===== config.mk =====
export PLATFORM = sky130hd
export DESIGN_NAME = fsm_counter
export DESIGN_NICKNAME = d
export VERILOG_FILES = /design/src/rtl/fsm_counter.sv
export SDC_FILE = /design/constraint.sdc
export NUM_CORES = 1
export LEC_CHECK = 0
export CAP_MARGIN = 20
export CORE_MARGIN = 5
export CORE_UTILIZATION = 28
export CTS_BUF_LIST = sky130_fd_sc_hd__clkbuf_4 sky130_fd_sc_hd__clkbuf_8
export CTS_CLUSTER_SIZE = 24
export DETAILED_ROUTE_END_ITERATION = 10
export GPL_ROUTABILITY_DRIVEN = 0
export HOLD_SLACK_MARGIN = 0.05
export MAX_ROUTING_LAYER = met4
export SYNTH_ARGS = -nofsm -noshare
export SYNTH_HDL_FRONTEND = slang
export SYNTH_SLANG_ARGS = --single-unit
export TNS_END_PERCENT = 5

===== constraint.sdc =====
create_clock -name clk -period 3.6 [get_ports clk]
set_input_delay 0.36 -clock clk [delete_from_list [all_inputs] [get_ports clk]]
set_output_delay 0.36 -clock clk [all_outputs]
set_load 0.1 [all_outputs]

===== src/rtl/fsm_counter.sv =====
// Parametrised modulo-MODULUS up/down counter with synchronous load, wrap or
// saturate at the range ends, a combinational terminal-count flag and a registered overflow pulse.
module fsm_counter #(
  parameter int WIDTH    = 4,
  parameter int MODULUS  = 10,
  parameter bit SATURATE = 1'b0
) (
  input  logic             clk,
  input  logic             reset,
  input  logic             E,
  input  logic             U,
  input  logic             L,
  input  logic [WIDTH-1:0] D,
  output logic [WIDTH-1:0] S,
  output logic             TC,
  output logic             OV
);

  if (WIDTH < 1 || WIDTH > 16) begin : g_bad_width
    $error("fsm_counter: WIDTH must be in 1..16");
  end
  if (MODULUS < 2 || MODULUS > (2 ** WIDTH)) begin : g_bad_modulus
    $error("fsm_counter: MODULUS must be in 2..2**WIDTH");
  end

  localparam logic [WIDTH-1:0] LAST     = WIDTH'(MODULUS - 1);
  // One extra bit so MODULUS == 2**WIDTH is still representable.
  localparam logic [WIDTH:0]   LOAD_LIM = (WIDTH + 1)'(MODULUS);

  logic             at_top;
  logic             at_bottom;
  logic [WIDTH:0]   d_ext;
  logic [WIDTH-1:0] load_val;

  assign at_top    = (S == LAST);
  assign at_bottom = (S == '0);
  assign d_ext     = {1'b0, D};
  assign load_val  = (d_ext >= LOAD_LIM) ? LAST : D;

  assign TC = E & ((U & at_top) | (~U & at_bottom));

  // NOTE: state is updated only with non-blocking assignments so every
  // branch sees the pre-edge value of S regardless of statement order.
  always_ff @(posedge clk) begin
    if (!reset) begin
      S  <= '0;
      OV <= 1'b0;
    end else if (L) begin
      S  <= load_val;
      OV <= 1'b0;
    end else if (E) begin
      if (U) begin
        if (at_top) begin
          OV <= 1'b1;
          if (!SATURATE) S <= '0;
        end else begin
          S  <= S + WIDTH'(1);
          OV <= 1'b0;
        end
      end else begin
        if (at_bottom) begin
          OV <= 1'b1;
          if (!SATURATE) S <= LAST;
        end else begin
          S  <= S - WIDTH'(1);
          OV <= 1'b0;
        end
      end
    end else begin
      OV <= 1'b0;
    end
  end

endmodule


==> flow_summary.ini <==
[run_status]
status = complete, no violations

[placed_design]
port_buffers = 14
dp_hpwl_um = 721
placed_area_um2 = 548

[worst_setup_path]
startpoint_type = register
r2r_cells = 3
cp.required_ns = 3.24
worstPathArrival_ns = 2.07
r2r_start = S[0]
path_buf_inv = 1
critPathMaxFanout = 13
slowest_stage = clkdlybuf4s50_1
critPathTopFamily = buffers and inverters
path_class = reg2out
r2r-end = OV
path_cells = clkdlybuf4s50_1
max_stage_delay_ns = 1.22
end_kind = primary output
r2r_slack_ns = 2.08

[synth]
syn_area_per_cell_um2 = 8.43
synth-simple-area-share_pct = 28.3
synth_fa_ha_area_share_pct = 0
synth-compound-area-share_pct = 25.8
synth_xor_area_share_pct = 5.88
synth_seq_cells = 5
synthMuxAreaShare_pct = 0
synth_top_family_by_area = simple AND/OR/NAND/NOR gates
synth_ff_type = dfxtp_1
synth-async-reset-ratio_pct = 0
yosysWarningCount = 0
syn_inst = 53
yosys.area.top_type = dfxtp_1
syn_nets = 62
yosysUniqueCellTypes = 29
netlist_area_um2 = 447
synthTopCellsByArea = dfxtp_1, buf_6, a2111oi_4
synth-edff-count = 0
ys_seq_area_share_pct = 22.4
yosys.area.top_type_share_pct = 22.4

[pwr]
switchingPower_mw = 0.0866
netSwitchingFraction_pct = 38.2
p_seq_share_pct = 31.2
p_int_mw = 0.140
power_density_nw_per_um2 = 392
pwr-share-clk_pct = 32.3
ir_drop_v = 0.000162
p_comb_share_pct = 36.5
p_leak_nw = 0.203

[cells_and_area]
design_area_um2 = 578
nets = 76
antenna_cells = 0
final_common_cell = clkdlybuf4s50_1
drive_gt1_share_pct = 12.1
final_cell_mix = clkdlybuf4s50_1, inv_1, dfxtp_1, a21oi_1, clkbuf_4
syn_to_final_growth_pct = 29.4

[global_route]
grt_antenna_before_repair = 0
grt_max_degree = 14
grt_pass1_vias = 347
track_usage_pct = 7.97
grt_pass1_wl_um = 1490
grt-ovfl-total = 0

[clocking]
hold_buffers = 0
cts.repair_timing.setup_buffer_count = 0
cts_sinks = 5
cts_buffers = 3
cts_resized = 0
h-tree-depth = 1
cts_tree = done
cts_root_buffer = clkbuf_4
clkTransAtPathRegs_ns = 0.04
clock_path_buffers = 2
clkLatencyLatePin_ns = 0.24

[timing]
rsz0062_at_grt = false
slew_headroom_pct = 35.1
fin_crit_sh_pct = 67.6
finalSetupTns_ns = 0
setup_violations = 0
hold_violations = 0
finClkSkew_ns = 0.000956
drv_slew = 0
fmax_mhz = 411
period_minus_slack_ns = 2.43
tightest_slew_ns = 0.970

[die]
die-area_um2 = 2490
boundaryPins = 15
dieHeight_um = 49.9
core_area_um2 = 1510
initial_utilization_pct = 29.7
die_w_um = 49.9
std_cell_rows = 14

[worst_hold_path]
hp-class = reg2reg
hold-path-endpoint = S[1]
worstHoldStart = S[1]
worstHoldPathCells = 2

[detailed_routing]
drt-total-wl_um = 958
drc = 0
vias_per_cell = 5.18
wl_per_cell_um = 11.7
vias = 425
drt_pass1_iterations = 4
initialDrtViolationCount = 8
ant_nets = 0

[run]
drv_cap = 0
## kinds of logic after synthesis
logic type | after synthesis
simple gates | 20
compound gates | 14
buf+inv | 11
flops | 5
xor+xnor | 3
## power by group through the flow
stage,Sequential [mW],Combinational [mW],Clock (mW)
6_report,0.0707,0.0827,0.0732
5_1_grt,0.0719,0.0880,0.0788
2_1_floorplan,0.0915,0.0474,0
4_1_cts,0.0706,0.0831,0.0753
3_3_place_gp,0.0714,0.0829,0
3_5_place_dp,0.0716,0.0830,0
## metal layers
metal  up-vias  wire (um)  track usage (%)
li1        215          -                -
met1       192        435             9.27
met2        16        434             11.4
met3         2         72             3.61
met4         0         14             3.93
met5         -          0                -
## cell usage after synthesis (2+ instances only)
cell type  instances
xnor2_1            2
nand2b_1           2
nor3_1             2
a21oi_1            4
nand2_1            3
o21ai_0            2
dfxtp_1            5
nor4_1             2
inv_1              6
buf_6              3
nor2b_1            2
a311oi_1           2
nor2_1             2
## worst max-delay path by stage
stage | depth (start not counted) | end | slack (ns) | start
2_1_floorplan | 4 | OV | 0.63 | S[0]
3_3_place_gp | 4 | TC | 1.21 | U
3_5_place_dp | 4 | TC | 1.19 | U
4_1_cts | 1 | S[0] | 1.16 | S[0]
5_1_grt | 1 | S[0] | 1.09 | S[0]
6_report | 1 | S[0] | 1.17 | S[0]
## sequential cells by signal, summed over array words and instances (netlist names)
register and count:
S 4, OV 1
## final cells by class
cell class	count	area, um^2
Multi-Input combinational cell	37	268
Fill cell	170	928
Tap cell	16	20.0
Inverter	6	22.5
Clock buffer	4	30.0
Sequential cell	5	100
Timing Repair Buffer	14	138
## worst register-to-register path, cell delays in order, from the launching register on
cell and delay, ns:
dfxtp_1 0.45, or3_4 0.46, a2111oi_4 0.35, nor3b_2 0.20
## metrics by stage
stage	utilization [%]	power [mW]	hold slack [ns]	instances	setup WS [ns]
2_1_floorplan	-	0.139	0.506	53	0.633
3_3_place_gp	36.4	0.154	0.657	78	1.21
3_5_place_dp	36.4	0.155	0.662	78	1.19
4_1_cts	38.4	0.229	0.675	82	1.16
5_1_grt	38.4	0.239	0.697	82	1.09
6_report	38.4	0.227	0.658	82	1.17
No activity file was read; power rests on OpenSTA's default activity.
